==> src/rtl/fft_iter_ctrl.sv <==
// Sequencing controller for an iterative radix-2 DIT FFT: issues butterfly read pairs,
// strobes the twiddle generator, and replays each read pair as a write-back BF_LAT cycles later.
module fft_iter_ctrl #(
  parameter int AWL    = 5,
  parameter int BF_LAT = 3,
  parameter int LWL    = 3
) (
  input  logic           clk_i,
  input  logic           rst_ni,
  input  logic           start_i,
  input  logic           hold_i,
  output logic           rd_en_o,
  output logic [AWL-1:0] rd_addr_a_o,
  output logic [AWL-1:0] rd_addr_b_o,
  output logic           w_en_o,
  output logic           lay_en_o,
  output logic           wr_en_o,
  output logic [AWL-1:0] wr_addr_a_o,
  output logic [AWL-1:0] wr_addr_b_o,
  output logic [LWL-1:0] layer_o,
  output logic           busy_o,
  output logic           done_o
);

  localparam logic [1:0] ST_IDLE  = 2'd0;
  localparam logic [1:0] ST_RUN   = 2'd1;
  localparam logic [1:0] ST_DRAIN = 2'd2;
  localparam logic [1:0] ST_FIN   = 2'd3;

  localparam int KW  = AWL - 1;
  localparam int DCW = (BF_LAT > 1) ? $clog2(BF_LAT) : 1;

  localparam logic [KW-1:0]  K_LAST = '1;
  localparam logic [LWL-1:0] S_LAST = LWL'(AWL - 1);
  localparam logic [DCW-1:0] D_LAST = DCW'(BF_LAT - 1);

  typedef struct packed {
    logic           en;
    logic [AWL-1:0] a;
    logic [AWL-1:0] b;
  } wr_slot_t;

  logic [1:0]     state_q, state_d;
  logic [KW-1:0]  k_q, k_d;
  logic [LWL-1:0] s_q, s_d;
  logic [DCW-1:0] dcnt_q, dcnt_d;
  logic [AWL-1:0] addr_a_q, addr_b_q;
  wr_slot_t       pipe_q [BF_LAT];

  logic           issue;
  logic           last_issue;
  logic [AWL-1:0] k_ext;
  logic [AWL-1:0] low_mask;
  logic [AWL-1:0] addr_a_now;
  logic [AWL-1:0] addr_b_now;

  assign issue      = (state_q == ST_RUN) && !hold_i;
  assign last_issue = issue && (k_q == K_LAST);

  // Upper leg: k with a zero spliced in at bit s; lower leg sets that bit.
  always_comb begin
    k_ext      = AWL'(k_q);
    low_mask   = (AWL'(1) << s_q) - AWL'(1);
    addr_a_now = ((k_ext & ~low_mask) << 1) | (k_ext & low_mask);
    addr_b_now = addr_a_now | (AWL'(1) << s_q);
  end

  // NOTE: every signal assigned here gets a default first, so no latch is inferred.
  always_comb begin
    state_d = state_q;
    k_d     = k_q;
    s_d     = s_q;
    dcnt_d  = dcnt_q;
    case (state_q)
      ST_IDLE: begin
        if (start_i) begin
          state_d = ST_RUN;
          k_d     = '0;
          s_d     = '0;
        end
      end
      ST_RUN: begin
        if (issue) begin
          k_d = k_q + 1'b1;
          if (last_issue) begin
            state_d = ST_DRAIN;
            dcnt_d  = '0;
          end
        end
      end
      ST_DRAIN: begin
        if (dcnt_q == D_LAST) begin
          if (s_q == S_LAST) begin
            state_d = ST_FIN;
          end else begin
            s_d     = s_q + 1'b1;
            state_d = ST_RUN;
          end
        end else begin
          dcnt_d = dcnt_q + 1'b1;
        end
      end
      ST_FIN: begin
        state_d = ST_IDLE;
        s_d     = '0;
      end
      default: state_d = ST_IDLE;
    endcase
  end

  // NOTE: sequential state uses non-blocking assignments so every register samples pre-edge values.
  always_ff @(posedge clk_i or negedge rst_ni) begin
    if (!rst_ni) begin
      state_q  <= ST_IDLE;
      k_q      <= '0;
      s_q      <= '0;
      dcnt_q   <= '0;
      addr_a_q <= '0;
      addr_b_q <= '0;
    end else begin
      state_q <= state_d;
      k_q     <= k_d;
      s_q     <= s_d;
      dcnt_q  <= dcnt_d;
      if (issue) begin
        addr_a_q <= addr_a_now;
        addr_b_q <= addr_b_now;
      end
    end
  end

  // NOTE: unlike a data RAM, this delay line is reset so in-flight write strobes die with the transform.
  always_ff @(posedge clk_i or negedge rst_ni) begin
    if (!rst_ni) begin
      for (int i = 0; i < BF_LAT; i++) pipe_q[i] <= '0;
    end else begin
      pipe_q[0] <= '{en: issue, a: rd_addr_a_o, b: rd_addr_b_o};
      for (int i = 1; i < BF_LAT; i++) pipe_q[i] <= pipe_q[i-1];
    end
  end

  // Addresses hold the last issued pair whenever nothing is issued.
  assign rd_en_o     = issue;
  assign w_en_o      = issue;
  assign lay_en_o    = last_issue;
  assign rd_addr_a_o = issue ? addr_a_now : addr_a_q;
  assign rd_addr_b_o = issue ? addr_b_now : addr_b_q;

  assign wr_en_o     = pipe_q[BF_LAT-1].en;
  assign wr_addr_a_o = pipe_q[BF_LAT-1].a;
  assign wr_addr_b_o = pipe_q[BF_LAT-1].b;

  assign layer_o = s_q;
  assign busy_o  = (state_q == ST_RUN) || (state_q == ST_DRAIN);
  assign done_o  = (state_q == ST_FIN);

endmodule

==> config.mk <==
export PLATFORM = sky130hd
export DESIGN_NAME = fft_iter_ctrl
export DESIGN_NICKNAME = d
export VERILOG_FILES = /design/src/rtl/fft_iter_ctrl.sv
export SDC_FILE = /design/constraint.sdc
export NUM_CORES = 1
export LEC_CHECK = 0
export BUFFER_PORTS_ARGS = -buffer_cell sky130_fd_sc_hd__clkbuf_2
export CORE_ASPECT_RATIO = 0.8
export CORE_MARGIN = 2
export CORE_UTILIZATION = 40
export DETAILED_ROUTE_END_ITERATION = 8
export GPL_ROUTABILITY_DRIVEN = 0
export GPL_TIMING_DRIVEN = 0
export PLACE_DENSITY = 0.66
export SYNTH_ARGS = -nofsm -noshare
export SYNTH_HDL_FRONTEND = slang
export SYNTH_SLANG_ARGS = --single-unit
export TNS_END_PERCENT = 20
==> constraint.sdc <==
create_clock -name clk_i -period 5.75 [get_ports clk_i]
set_input_delay 1.725 -clock clk_i [delete_from_list [all_inputs] [get_ports clk_i]]
set_output_delay 1.725 -clock clk_i [all_outputs]
set_load 0.1 [all_outputs]
; ---- Yosys cells after proc, flatten, opt, wreduce, memory -nomap -nowiden
; Cells that the tools add are included.
[word_totals]
word_cells = 66
out_inout_bits = 29
register_bits = 44
[classes]
eq_ne = 12
shift = 1
n_reduce_logical = 12
n_addsub = 4
n_bitwise = 5
muxes = 19
[ops]
columns = op, count
row1 = 2-bit 2-to-1 mux, 8
row2 = 2-bit inequality test (second input constant), 6
row3 = 4-bit AND reduction, 3
row4 = 5-bit 2-to-1 mux, 2
row5 = 5-bit OR, 2
row6 = 3-bit 2-to-1 mux, 3
row7 = 3-bit case mux with 3 select lines, 1
row8 = 4-bit 2-to-1 mux, 2
row9 = 2-bit case mux with 4 select lines, 1
row10 = 4-bit case mux with 2 select lines, 1
row11 = 2-bit == test (second input constant), 3
row12 = 4-bit by 5-bit bitwise AND with 5-bit output, 1
row13 = 1-bit by 3-bit left shift with 5-bit output (first input constant), 1
row14 = 5-bit by 2-bit subtractor with 5-bit output (second input constant), 1
row15 = 4-bit by 1-bit adder with 4-bit output (second input constant), 1
row16 = 4-bit bitwise AND, 1
row17 = 4-bit == test (second input constant), 1
row18 = 4-bit NOT, 1
row19 = 2-bit case mux with 2 select lines, 1
row20 = 2-bit nonzero test, 2
row21 = 3-bit by 1-bit adder with 3-bit output (second input constant), 1
row22 = 3-bit == test (second input constant), 1
row23 = 3-bit AND reduction, 1
row24 = 3-bit nonzero test, 1
row25 = other kinds (6), 7

; ---- Longest topological paths before layout
[depth]
word_depth = 7
mapped_depth = 8
ltp_nobuf = 8

; ---- Worst setup path after synthesis
; OpenSTA, ideal clock, no wires.
[synth_path]
path_kind = input port to output port
start = input port hold_i
end = output port lay_en_o
path_stages = 3
t_arrival_ps = 4195
slack_ps = -170
n_path_buf = 1
required_time_ps = 4025
path_cell_list = nand2b_1 > clkbuf_1 > nor3_1
[synth_between]
elab_chain_len = 3
[synth_rtl]
columns = item, line
row1 = start: declaration, 11  ; input logic hold_i,
row2 = 1-bit zero test, 57  ; assign issue = (state_q == ST_RUN) && !hold_i;
row3 = 1-bit logical AND, 57
row4 = 1-bit logical AND, 58  ; assign last_issue = issue && (k_q == K_LAST);
row5 = end: declaration, 16  ; output logic lay_en_o,
; No other way between the ends.

; ---- Worst setup path after layout
[layout_path]
start = input port hold_i
end = output port rd_addr_a_o[3]
[layout_between]
elab_chain_len = 3
[layout_rtl]
columns = item, line
row1 = 1-bit zero test, 57
row2 = 1-bit logical AND, 57
row3 = 5-bit 2-to-1 mux, 146  ; assign rd_addr_a_o = issue ? addr_a_now : addr_a_q;
row4 = end: declaration, 13  ; output logic [AWL-1:0] rd_addr_a_o,
; No other way between the ends.

==> reports/metrics.csv <==
metric,value,unit
final_common_cell,dfrtp_1,
grt_pass1_vias,1138,
rsz0062_at_grt,no,
antenna_found_initial,0,
drc,0,
hp-start,pipe_q[16],
r2r_start,layer_o[0],
maxSlewViolCount,0,
multi_input_area,696.9,um^2
cts_buffer_depth,2,
clk_latency,0.30,ns
post-place-cells,258,
ys_seq_elements,44,
cts_hold_buf,0,
ctsResizeCount,0,
nets,222,
register_area,1101,um^2
synthFlopType,dfrtp_1,
slowest_delay,0.51,ns
hold_viol_final,0,
root_buffer,clkbuf_8,
die-area,5415,um^2
gr-total-overflow,0,
rrSetupSlack,3.64,ns
synth-edff-count,0,
final_cell_count_no_fill,266,
yosysWarningCount,0,
timing.critical_path.buf_inv,4,
critPathMaxFanout,12,
initial_core_util,0.4186,
diodes,0,
reg2reg_depth,8,
rows,22,
holdPathStages,0,
skew,0.008580,ns
synthArstFlopShare,1.000,
crit_type,input pin to primary output,
via_count,1264,
critPathSlowestCell,clkbuf_2,
layout_common_cells,"dfrtp_1, clkbuf_2, nand2_1, ha_1, buf_4",
cp-end-kind,primary output,
cp.required,4.03,ns
critPathLaunchType,input pin,
min_path_type,register to register,
routed_via_density,4.752,
rr_endpoint,pipe_q[29],
crit_top_cell,clkbuf_2,
grt_usage,0.1353,
maxCapViolations,0,
fill_cells,440,
port-buffer-count,32,
dp_hpwl,2279,um
syn-num-nets,183,
grt_max_degree,45,
cts_tree,built,
setup_violations,0,
holdWs,0.3523,ns
ios,33,
slew_headroom,0.2874,
wire_per_inst,11.91,um
drive_above_1_share,0.3107,
fin_crit_sh,0.8563,
syn_avg_cell_area,11.66,um^2
cts_sinks,44,
cts_setup_buffers,0,
syn2layout_area_growth,17.45,%
finalCriticalPeriod,4.924,ns
grt_pass1_wl,5540,um
cts.reportedPaths.clkPinSlew,0.08,ns
coreArea,4624,um^2
netlist_instances,166,
worstPathCellList,"clkbuf_2, nand2b_1, inv_2, buf_2, nor2_1, a31oi_1, clkbuf_2",
ys_types,36,
path_depth,7,
drtIter0Drc,45,
tightest_slew,1.069,ns
synth_seq_area_share,0.5688,
status,"complete, no violations",
ant_nets,0,
hold_end,wr_addr_a_o[0],
chipWidth,81.78,um
syn_area,1936,um^2
htreeDepth,2,
drt_wl_total,3168,um
max_freq,0.2031,GHz
first_pass_iters,4,
arrival,3.20,ns
crit_family,buffers and inverters,
die_h,66.22,um
cts_buffers,5,
-- synth_stat cells (all sizes together) (4+ instances only) --
cell	count	area, um^2
a31oi	5	31.28
nand2	13	48.80
nor3	6	30.03
dfrtp	44	1101
a21oi	6	30.03
o21ai	11	66.31
buf	14	97.59
inv	11	41.29
nor2b	4	32.53
a22o	7	61.31
ha	13	162.7
nor2	9	33.78
-- worst max-delay path by stage --
stage / startpoint / endpoint / slack (ns)
CTS: hold_i / rd_addr_b_o[4] / 0.80
finish: hold_i / rd_addr_a_o[3] / 0.83
global route: hold_i / rd_addr_b_o[4] / 0.65
global placement: hold_i / rd_addr_b_o[4] / 0.83
detailed placement: hold_i / rd_addr_b_o[4] / 0.80
floorplan: hold_i / rd_addr_a_o[3] / -0.09
-- sequential cells by signal (all words and copies together), names as in the netlist --
signal and cells:
pipe_q 22, wr_en_o 1, k_q 4, wr_addr_b_o 5
layer_o 3, dcnt_q 2, state_q 2, wr_addr_a_o 5
-- cells by family after synthesis --
group           share of synthesized area
compound gates                     0.1280
xor+xnor                         0.004526
fa+ha+maj                         0.08404
buf+inv                           0.07369
flops                              0.5688
mux                               0.02391
simple gates                       0.1170
-- per-stage QoR --
stage          setup WS, ns  area (um^2)  TNS, ns    util
3_5_place_dp         0.7980         2176        0  0.4705
4_1_cts              0.8033         2273        0  0.4916
6_report             0.8265         2273        0  0.4916
5_1_grt              0.6540         2273        0  0.4916
2_1_floorplan      -0.08688         1941  -0.2786       -
3_3_place_gp         0.8252         2176        0  0.4705
-- layer usage --
layer	GRT usage	routed length, um	vias up	part of all wire
met4	0.05000	33	0	0.010
met3	0.03825	151	3	0.048
li1	-	-	629	-
met1	0.1946	1601	609	0.51
met2	0.1921	1382	23	0.44
met5	0	0	-	0
-- worst reg2reg max path, stage by stage (launching register included) --
cell and delay (ns):
dfrtp_1 0.45, inv_1 0.11, ha_1 0.25, nor2b_1 0.24, inv_1 0.09, ha_1 0.23, xnor2_1 0.20, o21ai_0 0.11
mux2_1 0.32
-- area by class of cell --
type                       count  share of cell area
inverter                      11             0.01816
clock buffer                   6             0.03632
multi-input combinational     96              0.3065
clock inverter                 2            0.006604
timing repair buffer          32             0.07045
buffer                        15             0.04458
sequential                    44              0.4843
tap                           60             0.03302
Power is left out: the tool's default activity adds up to more than one toggle a clock period on the data nets, which glitch-free logic cannot reach.
